### config.mk
export PLATFORM = sky130hd
export DESIGN_NAME = traffic_signal_controller
export DESIGN_NICKNAME = d
export VERILOG_FILES = /design/src/rtl/traffic_pkg.sv /design/src/rtl/rr_next_dir.sv /design/src/rtl/traffic_signal_controller.sv
export SDC_FILE = /design/constraint.sdc
export NUM_CORES = 1
export LEC_CHECK = 0
export BUFFER_PORTS_ARGS = -buffer_cell sky130_fd_sc_hd__buf_2
export CORE_AREA = 4 4 51 53
export DETAILED_ROUTE_END_ITERATION = 10
export DIE_AREA = 0 0 55 57
export PLACE_DENSITY = 0.79
export SYNTH_ARGS = -nofsm -noshare
export SYNTH_HDL_FRONTEND = slang
export SYNTH_SLANG_ARGS = --single-unit
### constraint.sdc
create_clock -name clk -period 2.85 [get_ports clk]
set_clock_uncertainty 0.15 [all_clocks]
set_input_delay 0.4275 -clock clk [delete_from_list [all_inputs] [get_ports clk]]
set_output_delay 0.4275 -clock clk [all_outputs]
set_load 0.02 [all_outputs]
### src/rtl/traffic_pkg.sv
// Shared light codes, controller state encoding and a small sizing helper.
package traffic_pkg;

  typedef enum logic [1:0] {
    StGreen,
    StYellow,
    StAllred,
    StEmergency
  } state_e;

  localparam logic [1:0] LightGreen  = 2'b00;
  localparam logic [1:0] LightYellow = 2'b01;
  localparam logic [1:0] LightRed    = 2'b10;

  // Largest of three phase lengths; sizes the shared phase counter.
  function automatic int unsigned max3(input int unsigned a, input int unsigned b,
                                       input int unsigned c);
    int unsigned m;
    m = a;
    if (b > m) m = b;
    if (c > m) m = c;
    return m;
  endfunction

endpackage

### src/rtl/rr_next_dir.sv
// Round-robin pick of the next approach to receive green.
module rr_next_dir
  import traffic_pkg::*;
#(
  parameter int unsigned NUM_DIRS = 4,
  localparam int unsigned DirW    = $clog2(NUM_DIRS)
) (
  input  logic [NUM_DIRS-1:0] pending,
  input  logic [DirW-1:0]     active_dir,
  output logic [DirW-1:0]     winner,
  output logic                any_pending
);

  // Scan active_dir+1 .. active_dir+NUM_DIRS; the last slot is active_dir itself.
  always_comb begin
    logic found;
    found       = 1'b0;
    winner      = active_dir;
    any_pending = |pending;
    for (int k = 1; k <= int'(NUM_DIRS); k++) begin
      logic [DirW-1:0] idx;
      idx = DirW'((int'(active_dir) + k) % int'(NUM_DIRS));
      if (!found && pending[idx]) begin
        winner = idx;
        found  = 1'b1;
      end
    end
  end

endmodule

### src/rtl/traffic_signal_controller.sv
// Multi-approach traffic signal controller with round-robin service and emergency override.
module traffic_signal_controller
  import traffic_pkg::*;
#(
  parameter int unsigned NUM_DIRS      = 4,
  parameter int unsigned GREEN_CYCLES  = 8,
  parameter int unsigned YELLOW_CYCLES = 3,
  parameter int unsigned ALLRED_CYCLES = 1,
  localparam int unsigned DirW         = $clog2(NUM_DIRS)
) (
  input  logic                  clk,
  input  logic                  reset,
  input  logic [NUM_DIRS-1:0]   request,
  input  logic                  emergency,
  output logic [2*NUM_DIRS-1:0] lights,
  output logic [DirW-1:0]       active_dir,
  output logic [NUM_DIRS-1:0]   pending
);

  localparam int unsigned CntW = $clog2(max3(GREEN_CYCLES, YELLOW_CYCLES, ALLRED_CYCLES)) + 1;

  localparam logic [CntW-1:0] GreenLast  = CntW'(GREEN_CYCLES - 1);
  localparam logic [CntW-1:0] YellowLast = CntW'(YELLOW_CYCLES - 1);
  localparam logic [CntW-1:0] AllredLast = CntW'(ALLRED_CYCLES - 1);
  localparam logic [CntW-1:0] CntMax     = {CntW{1'b1}};

  localparam logic [2*NUM_DIRS-1:0] LightsRst = {{(NUM_DIRS - 1){LightRed}}, LightGreen};

  state_e                state_q, state_d;
  logic [CntW-1:0]       cnt_q, cnt_d;
  logic [DirW-1:0]       active_q, active_d;
  logic [NUM_DIRS-1:0]   pending_q, pending_d;
  logic [2*NUM_DIRS-1:0] lights_q, lights_d;

  logic [DirW-1:0]       winner;
  logic                  any_pending;
  logic                  enter_green;

  rr_next_dir #(
    .NUM_DIRS(NUM_DIRS)
  ) u_rr_next_dir (
    .pending    (pending_q),
    .active_dir (active_q),
    .winner     (winner),
    .any_pending(any_pending)
  );

  // Next phase: emergency overrides any phase-end transition.
  always_comb begin
    state_d = state_q;
    if (emergency) begin
      state_d = StEmergency;
    end else begin
      case (state_q)
        StGreen: begin
          // Own bit is never pending while green, so any_pending means another approach waits.
          if (cnt_q >= GreenLast && any_pending) state_d = StYellow;
        end
        StYellow:    if (cnt_q >= YellowLast) state_d = StAllred;
        StAllred:    if (cnt_q >= AllredLast) state_d = StGreen;
        StEmergency: state_d = StAllred;
        default:     state_d = StGreen;
      endcase
    end
  end

  // Phase counter, owner, request latches and registered light codes.
  always_comb begin
    enter_green = (state_q != StGreen) && (state_d == StGreen);

    // Counter saturates so an indefinitely held green never wraps.
    if (state_d != state_q || state_d == StEmergency) begin
      cnt_d = '0;
    end else if (cnt_q != CntMax) begin
      cnt_d = cnt_q + 1'b1;
    end else begin
      cnt_d = cnt_q;
    end

    active_d = enter_green ? winner : active_q;

    pending_d = pending_q;
    for (int i = 0; i < int'(NUM_DIRS); i++) begin
      if (request[i] && !(state_q == StGreen && DirW'(i) == active_q)) pending_d[i] = 1'b1;
      if (enter_green && DirW'(i) == winner) pending_d[i] = 1'b0;
    end

    lights_d = '0;
    for (int i = 0; i < int'(NUM_DIRS); i++) begin
      lights_d[2*i +: 2] = LightRed;
      if (DirW'(i) == active_d) begin
        if (state_d == StGreen)  lights_d[2*i +: 2] = LightGreen;
        if (state_d == StYellow) lights_d[2*i +: 2] = LightYellow;
      end
    end
  end

  // State register with synchronous reset taking priority over all inputs.
  always_ff @(posedge clk) begin
    if (reset) begin
      state_q   <= StGreen;
      cnt_q     <= '0;
      active_q  <= '0;
      pending_q <= '0;
      lights_q  <= LightsRst;
    end else begin
      state_q   <= state_d;
      cnt_q     <= cnt_d;
      active_q  <= active_d;
      pending_q <= pending_d;
      lights_q  <= lights_d;
    end
  end

  assign lights     = lights_q;
  assign active_dir = active_q;
  assign pending    = pending_q;

endmodule
After elaboration in Yosys (flattened, before gate mapping)
Cells that the tools add are included.

Bits in registers: 20. Bits of input ports: 7. Output and inout bits: 14.

Add/subtract/negate cells: 5. Order comparisons: 7. Eq/ne operators: 16. Muxes and demuxes: 24. Bitwise logic cells: 4. Reduce and logical (&&, ||, !) cells: 41.

Operators by type and width (count): 2-bit two-way mux (12); 2-bit OR reduction (9); 1-bit logical AND (17); 2-bit equality test (first input constant) (6); 2-bit by 3-bit less-than comparator with 1-bit output (second input constant) (4); 2-bit zero test (5); 1-bit binary-select mux with 2-bit select (4); 2-bit one-hot mux with 4 select lines (1); 1-bit zero test (7); 1-bit two-way mux (7); 1-bit by 2-bit equality test with 1-bit output (first input constant) (3); 2-bit equality test (second input constant) (3); 2-bit by 1-bit adder with 2-bit output (second input constant) (2); 2-bit adder (second input constant) (2); 4-bit by 1-bit adder with 4-bit output (second input constant) (1); 2-bit by 1-bit equality test with 1-bit output (second input constant) (2); 4-bit by 1-bit >= comparator with 1-bit output (second input constant) (1); 4-bit by 2-bit >= comparator with 1-bit output (second input constant) (1); 4-bit by 3-bit >= comparator with 1-bit output (second input constant) (1); 4-bit inequality test (second input constant) (1); 1-bit NOT (4); 4-bit OR reduction (1); 2-bit inequality test (1); 2-bit nonzero test (1); 1-bit logical OR (1).

Longest topological paths before layout
Gate-level depths: netlist of run 1.

Depth after elaboration: 17. Gate-level depth with buffers: 8. Gate-level depth less buffers: 7.

Hierarchy
Synthesis of run 1 repeated with hierarchy kept, for this count alone.

Cells, all modules: 104. Area total of the unflattened synthesis: 996.0 µm².

Modules (own cells, without submodules): traffic_signal_controller (times used 1, cells an instance 90, area an instance 923.4 µm², sequential area each 400.4 µm²); rr_next_dir (times used 1, cells an instance 14, area an instance 72.6 µm², sequential area each 0.0 µm²).

Worst setup path after synthesis of run 1
OpenSTA, ideal clock, no wires.

Path type: reg2reg. Start point: register active_q[0] (netlist: active_dir[0]). End point: register lights_q[4] (netlist: lights[4]). Setup time: 78 ps. Arrival: 2458 ps. Required time: 2622 ps. Setup slack: 164 ps. Stages on the path, launching flop included: 9. Buffers on the path: 1. Period minus slack after synthesis: 2686 ps. Path through: dfxtp_1 clkbuf_1 inv_1 ha_1 mux2i_1 a211oi_1 a2bb2oi_2 or3b_1 nor3_1.

Cells in the longest elaborated chain, start to end: 17. Elaborated cells between the ends (all ways): 29.

Ends and longest elaborated chain: start, declared (RTL line traffic_signal_controller.sv:31) `logic [DirW-1:0] active_q, active_d;`; start signal, assigned (RTL line traffic_signal_controller.sv:109) `active_q <= active_d;`; 2-bit by 1-bit adder with 2-bit output (RTL line rr_next_dir.sv:22) `idx = DirW'((int'(active_dir) + k) % int'(NUM_DIRS));`; 1-bit binary-select mux with 2-bit select (RTL line rr_next_dir.sv:23) `if (!found && pending[idx]) begin`; 1-bit two-way mux (not written as such) (RTL line rr_next_dir.sv:23); 1-bit two-way mux (RTL line rr_next_dir.sv:23); 1-bit zero test (RTL line rr_next_dir.sv:23); 1-bit logical AND (RTL line rr_next_dir.sv:23); 1-bit two-way mux (RTL line rr_next_dir.sv:23); 1-bit zero test (RTL line rr_next_dir.sv:23); 1-bit logical AND (RTL line rr_next_dir.sv:23); 1-bit two-way mux (RTL line rr_next_dir.sv:23); 1-bit zero test (RTL line rr_next_dir.sv:23); 1-bit logical AND (RTL line rr_next_dir.sv:23); 2-bit two-way mux (RTL line rr_next_dir.sv:23); 2-bit two-way mux * (RTL line traffic_signal_controller.sv:80) `active_d = enter_green ? winner : active_q;`; 2-bit equality test * (RTL line traffic_signal_controller.sv:91) `if (DirW'(i) == active_d) begin`; 1-bit NOT (no line) *; 2-bit OR reduction (no line) *; end signal, assigned (RTL line traffic_signal_controller.sv:105) `lights_q <= LightsRst;`; end signal, assigned (RTL line traffic_signal_controller.sv:111) `lights_q <= lights_d;`; end, declared (RTL line traffic_signal_controller.sv:33) `logic [2*NUM_DIRS-1:0] lights_q, lights_d;`.

Every way passes the cells marked *; elsewhere a longest branch is shown, timed or not. The select of a mux whose other input is x is not followed. A chain may end at the register's enable or synchronous reset.

Worst setup path in the final report of run 1
Ends and elaborated chain as after synthesis.

==> results.txt, run 1 <==
Final Core Density: 59.29%
P_sw: 0.2001 mW
most frequent cells in the layout: dfxtp_1 (20), buf_2 (20), nor2_1 (16)
hold buffer count at cts: 0
largest net degree at the start of global routing: 15
internal power: 0.4928 mW
final setup fails: 0
switching fraction of total power: 28.88%
Gate power share: 19.3%
CTS tree: done
worst min-delay path class: in -> reg
Iteration-0 DRC Markers: 26
DRT antenna net count: 0
fmax: 0.4143 GHz
Slew @ Worst Pin: 627.0 ps
synthesis warning total: 0
Clock Sinks: 20
Hold Fails Final Rpt: 0
IO Pins: 21
flop-to-flop setup slack: 440 ps
port buffer count: 20
crit path max fanout: 6
antenna violations before repair: 0
worst hold margin: 250.7 ps
Post-Syn Nets: 143
setup_tns: 0 ps
Die Area: 3135 um2
ANT cells: 0
router iterations before antenna repair: 4
aggregate global-route resource usage: 17.42%
DR vias/cell: 5.712
Max Buffers Root-to-Sink: 2
Cell Area, Placed: 1221 um2
DRC viols: 0
CORE AREA: 2148 um2
crit path capture type: register
status: completed
Detailed Route WL: 2521 um
final instance area: 1274 um2
Layout Cells excl Fill: 177
area grow syn2layout: 15.55%
clock buffer count from CTS: 3
DR vias: 1011
RSZ-0062 raised after global routing: no
worst hold start: emergency
Final min period: 2414 ps
Final WS setup: 436.2 ps
FF-to-FF End: lights[4]$_SDFF_PP0_
Hold Path Depth: 3
Reg power frac: 46.0%
Worst slew margin: 57.12%
Yosys top cell by area: dfxtp_1
WS Path Type: reg -> reg
vias in the first global route: 886
chip height: 57 um
gpl congestion: 0.8407
NumNets Final: 163
Reg2Reg Depth: 7
Reg clk slew, reported paths: 120 ps
Area contributors post-synth: dfxtp_1 (36%), ha_1 (6.8%), nor2_1 (5.4%), a21oi_1 (5.0%), a211oi_1 (4.1%)
Place WS: 467.1 ps
wire per inst: 14.24 um
clock latency on the worst-skew pair: 310 ps
register area share after synthesis: 36.32%
Syn Inst Count: 130
Total Power: 0.6929 mW
grt ovf: 0
crit path DAT: 2510 ps
share of layout cells above drive strength 1: 24.83%
RR Startpoint: active_dir[0]$_SDFF_PP0_
power per cell area: 544.0 nW/um2
synthesized flop and latch total: 20
max-slew violations: 0
Post-Place Cells: 173
Leak: 0.5078 nW
first-pass GRT wire length: 4064 um
# rows: 17
share of the synthesized area in the top cell type: 36.32%
maximum VDD drop: 0.0003709 V
Clock power frac: 34.7%
Post-synth ARST share: 0%
synthesized area: 1102 um2
Synth cell types: 40
CTS resizes: 0
post-DP HPWL: 1863 um
Critical Path RT: 2950 ps
Post-synth EDFFs: 0
startpoint types: register
Initial Util: 51.31%
Root Buffer: clkbuf_4
ys flop type: dfxtp_1
period utilization: 84.70%
Hold Path Sink: state_q[0]$_SDFF_PP0_
die width: 55 um
Max-cap violations: 0
H-tree levels: 1
postcts setup bufs: 0
Synth Area per Inst: 8.479 um2
[state kept, by name, indices dropped and copies added, names as in the netlist]
register and cells:
cnt_q 4, active_dir 2, state_q 2, pending 4, lights 8
[worst max-delay path, stage by stage (launching register included)]
cell and delay [ps]:
dfxtp_1 350, inv_1 110, ha_1 410, mux2i_1 180, a211oi_1 320, a2bb2oi_2 280
or3b_1 410, nor3_1 140
[per-layer routing]
metal,share of wire (%),track usage [%],up-vias
met5,0,0,-
met4,1.3,6.250,0
met3,5.1,2.350,5
met2,47,26.69,25
met1,47,24.60,474
li1,-,-,507
[synthesized netlist by cell type, types with 3 or more instances]
library cell and count:
a21oi_1 11, o21ai_0 5, clkbuf_1 3, ha_1 6
inv_1 3, nand3_1 3, nor3_1 4, buf_2 4
nand2_1 10, mux2i_1 3, a211oi_1 6, dfxtp_1 20
nor2_1 16, o22ai_1 3
[area by class of cell]
type / instances / area (um2)
repair buffers: 22 / 115.1
clock inverters: 1 / 30.03
flip-flops and latches: 20 / 400.4
inverters: 3 / 11.26
fillers: 202 / 874.6
well taps: 28 / 35.03
multi-input cells: 100 / 659.4
clock buffers: 3 / 22.52
[logic make-up (layout without fill, tap and decap cells)]
| family | count (synthesis) | count (layout) | synth area share [%] |
|---|---|---|---|
| DFF | 20 | 20 | 36.32 |
| buffers and inverters | 10 | 29 | 3.859 |
| and+or+nand+nor | 49 | 49 | 23.38 |
| xor gates and xnor gates | 1 | 1 | 0.7947 |
| muxes | 5 | 5 | 4.767 |
| adders and majority gates | 6 | 6 | 6.810 |
| AOI/OAI and AO/OA | 39 | 39 | 24.06 |
[power groups by stage]
stage | sequential, mW | combinational, mW | clock, mW
finish | 0.319 | 0.134 | 0.240
global route | 0.323 | 0.147 | 0.251
CTS | 0.319 | 0.134 | 0.239
detailed placement | 0.325 | 0.133 | 0
global placement | 0.323 | 0.129 | 0
floorplan | 0.326 | 0.0956 | 0
[worst max path at each step]
stage,start,slack [ps],to
2_1_floorplan,active_dir[0]$_SDFF_PP0_,160,lights[4]$_SDFF_PP0_
3_3_place_gp,emergency,490,lights[4]$_SDFF_PP0_
3_5_place_dp,cnt_q[0]$_SDFFE_PP0P_,470,cnt_q[2]$_SDFFE_PP0P_
4_1_cts,cnt_q[0]$_SDFFE_PP0P_,450,cnt_q[2]$_SDFFE_PP0P_
5_1_grt,cnt_q[1]$_SDFFE_PP0P_,250,lights[4]$_SDFF_PP0_
6_report,active_dir[0]$_SDFF_PP0_,440,lights[4]$_SDFF_PP0_
(Power assumes the default switching activity.)
==> run 2: changes to the inputs <==
Clock period 2.85 ns to 2.4 ns, I/O delays scaled along.
==> results.txt, run 2 (synthesized netlist as in run 1, its figures left out) <==
ANT cells: 0 (unchanged)
gpl congestion: 0.9779 (+16%)
Leak: 0.5433 nW (+7.0%)
Clock Sinks: 20 (unchanged)
crit path DAT: 2400 ps (-110 ps)
power per cell area: 624.2 nW/um2 (+15%)
status: completed
first-pass GRT wire length: 4450 um (+9.5%)
RSZ-0062 raised after global routing: no
antenna violations before repair: 0 (unchanged)
CP max-delay cell: or4_4
WS Path Type: reg -> reg
max-slew violations: 0 (unchanged)
Final min period: 2304 ps (-110.0 ps)
Clock power frac: 33.4% (-1.3 points)
Reg clk slew, reported paths: 120 ps (about the same)
maximum VDD drop: 0.0003341 V (-9.9%)
Final Core Density: 62.61% (+3.3 points)
Reg power frac: 43.6% (-2.4 points)
DRT antenna net count: 0 (unchanged)
hold buffer count at cts: 0 (unchanged)
crit path capture type: register
Die Area: 3135 um2 (unchanged)
Slew @ Worst Pin: 488.6 ps (-138.5 ps)
largest net degree at the start of global routing: 15 (unchanged)
Cell Area, Placed: 1266 um2 (+3.7%)
router iterations before antenna repair: 4 (unchanged)
P_sw: 0.2402 mW (+20%)
wire per inst: 14.58 um (+2.4%)
grt ovf: 0 (unchanged)
CORE AREA: 2148 um2 (unchanged)
area grow syn2layout: 22.02%
NumNets Final: 170 (+4.3%)
port buffer count: 20 (unchanged)
post-DP HPWL: 1925 um (+3.3%)
H-tree levels: 1 (unchanged)
commonest non-fill, non-tap cell in the layout: buf_2
Hold Fails Final Rpt: 0 (unchanged)
Gate power share: 22.9% (+3.6 points)
most frequent cells in the layout: buf_2 (20), nor2_1 (16), dfxtp_1 (16)
DR vias: 1048 (+3.7%)
period utilization: 95.99% (+11 points)
Max-cap violations: 0 (unchanged)
clock latency on the worst-skew pair: 310 ps (about the same)
worst path bufs/invs: 1 (unchanged)
chip height: 57 um (unchanged)
DRC viols: 0 (unchanged)
# rows: 17 (unchanged)
aggregate global-route resource usage: 18.87% (+1.5 points)
fmax: 0.4341 GHz (+4.8%)
critical path's top delay family: simple AND/OR/NAND/NOR gates
share of layout cells above drive strength 1: 32.69% (+7.9 points)
DR vias/cell: 5.696 (-0.28%)
final instance area: 1345 um2 (+5.6%)
startpoint types: register
Detailed Route WL: 2683 um (+6.4%)
Critical Path RT: 2500 ps (-450 ps)
Fill cells: 202 (unchanged)
CTS tree: done
Initial Util: 51.31% (unchanged)
Worst slew margin: 67.09% (+10 points)
setup_tns: 0 ps (unchanged)
crit path max fanout: 5 (-1)
switching fraction of total power: 28.61% (-0.27 points)
final setup fails: 0 (unchanged)
Root Buffer: clkbuf_4
clock buffer count from CTS: 3 (unchanged)
die width: 55 um (unchanged)
vias in the first global route: 1057 (+19%)
Worst path max stage delay: 410 ps (about the same)
Iteration-0 DRC Markers: 12 (-54%)
worst min-delay path class: in -> reg
Max Buffers Root-to-Sink: 2 (unchanged)
max FFs per register: 8 (unchanged)
internal power: 0.5994 mW (+22%)
Cell Chain, Critical Path: inv_1, ha_2, or4_4, o31a_1, or2_4, or3_4, nor3_2
IO Pins: 21 (unchanged)
==> run 2: worst paths after layout <==
check	start	slack (ps)	end	cells past startpoint
setup / recovery	cnt_q[0]$_SDFFE_PP0P_	100	cnt_q[3]$_SDFFE_PP0P_	7
hold / removal	emergency	180	state_q[0]$_SDFF_PP0_	3
setup reg to reg	cnt_q[0]$_SDFFE_PP0P_	100	cnt_q[3]$_SDFFE_PP0P_	7
hold reg to reg	cnt_q[1]$_SDFFE_PP0P_	440	cnt_q[1]$_SDFFE_PP0P_	2
==> run 2: stage by stage <==
stage / setup slack (ps) / hold WS (ps) / std cells / power, mW
2_1_floorplan: 30.01 / 345.0 / 130 / 0.5026
6_report: 96.18 / 183.3 / 184 / 0.8396
3_5_place_dp: 40.11 / 448.5 / 178 / 0.5534
3_3_place_gp: 104.2 / 415.7 / 178 / 0.5469
5_1_grt: 8.119 / 188.7 / 184 / 0.8802
4_1_cts: 45.33 / 184.4 / 182 / 0.8329
==> run 2: timing repair <==
| action | CTS | global route |
|---|---|---|
| endpoints found under the setup margin | 1 | 7 |
| pin swaps | 0 | 2 |
| cloned | 0 | 0 |
| buffers inserted | 0 | 2 |
| endpoints found under the hold margin | 0 | 0 |
| gates resized for setup | 1 | 4 |
==> run 2: cell type report <==
type	count	area, um2	share of cell area, %
clock buffers	3	22.52	1.674
multi-input cells	100	670.6	49.86
well taps	28	35.03	2.605
repair buffers	29	167.7	12.47
flip-flops and latches	20	407.9	30.33
clock inverters	1	30.03	2.233
inverters	3	11.26	0.8372
==> run 2: power by group through the flow <==
stage                     Clock [mW]  Combinational [mW]  Sequential [mW]
after floorplan                    0               0.116            0.387
after global placement             0               0.174            0.373
after detailed placement           0               0.179            0.374
after CTS                      0.284               0.181            0.367
after global routing           0.300               0.211            0.369
final                          0.281               0.193            0.366
==> run 2: worst register-to-register path: stages, from the launching register on <==
cell and delay, ps:
dfxtp_4 370, inv_1 40, ha_2 160, or4_4 410, o31a_1 320, or2_4 250
or3_4 370, nor3_2 170
==> run 2: routing by layer <==
metal,global-route usage (%),vias to the layer above,part of all wire [%]
met5,0,-,0
li1,-,520,-
met1,23.18,492,43
met3,3.394,4,4.8
met4,9.722,0,1.3
met2,30.57,32,51
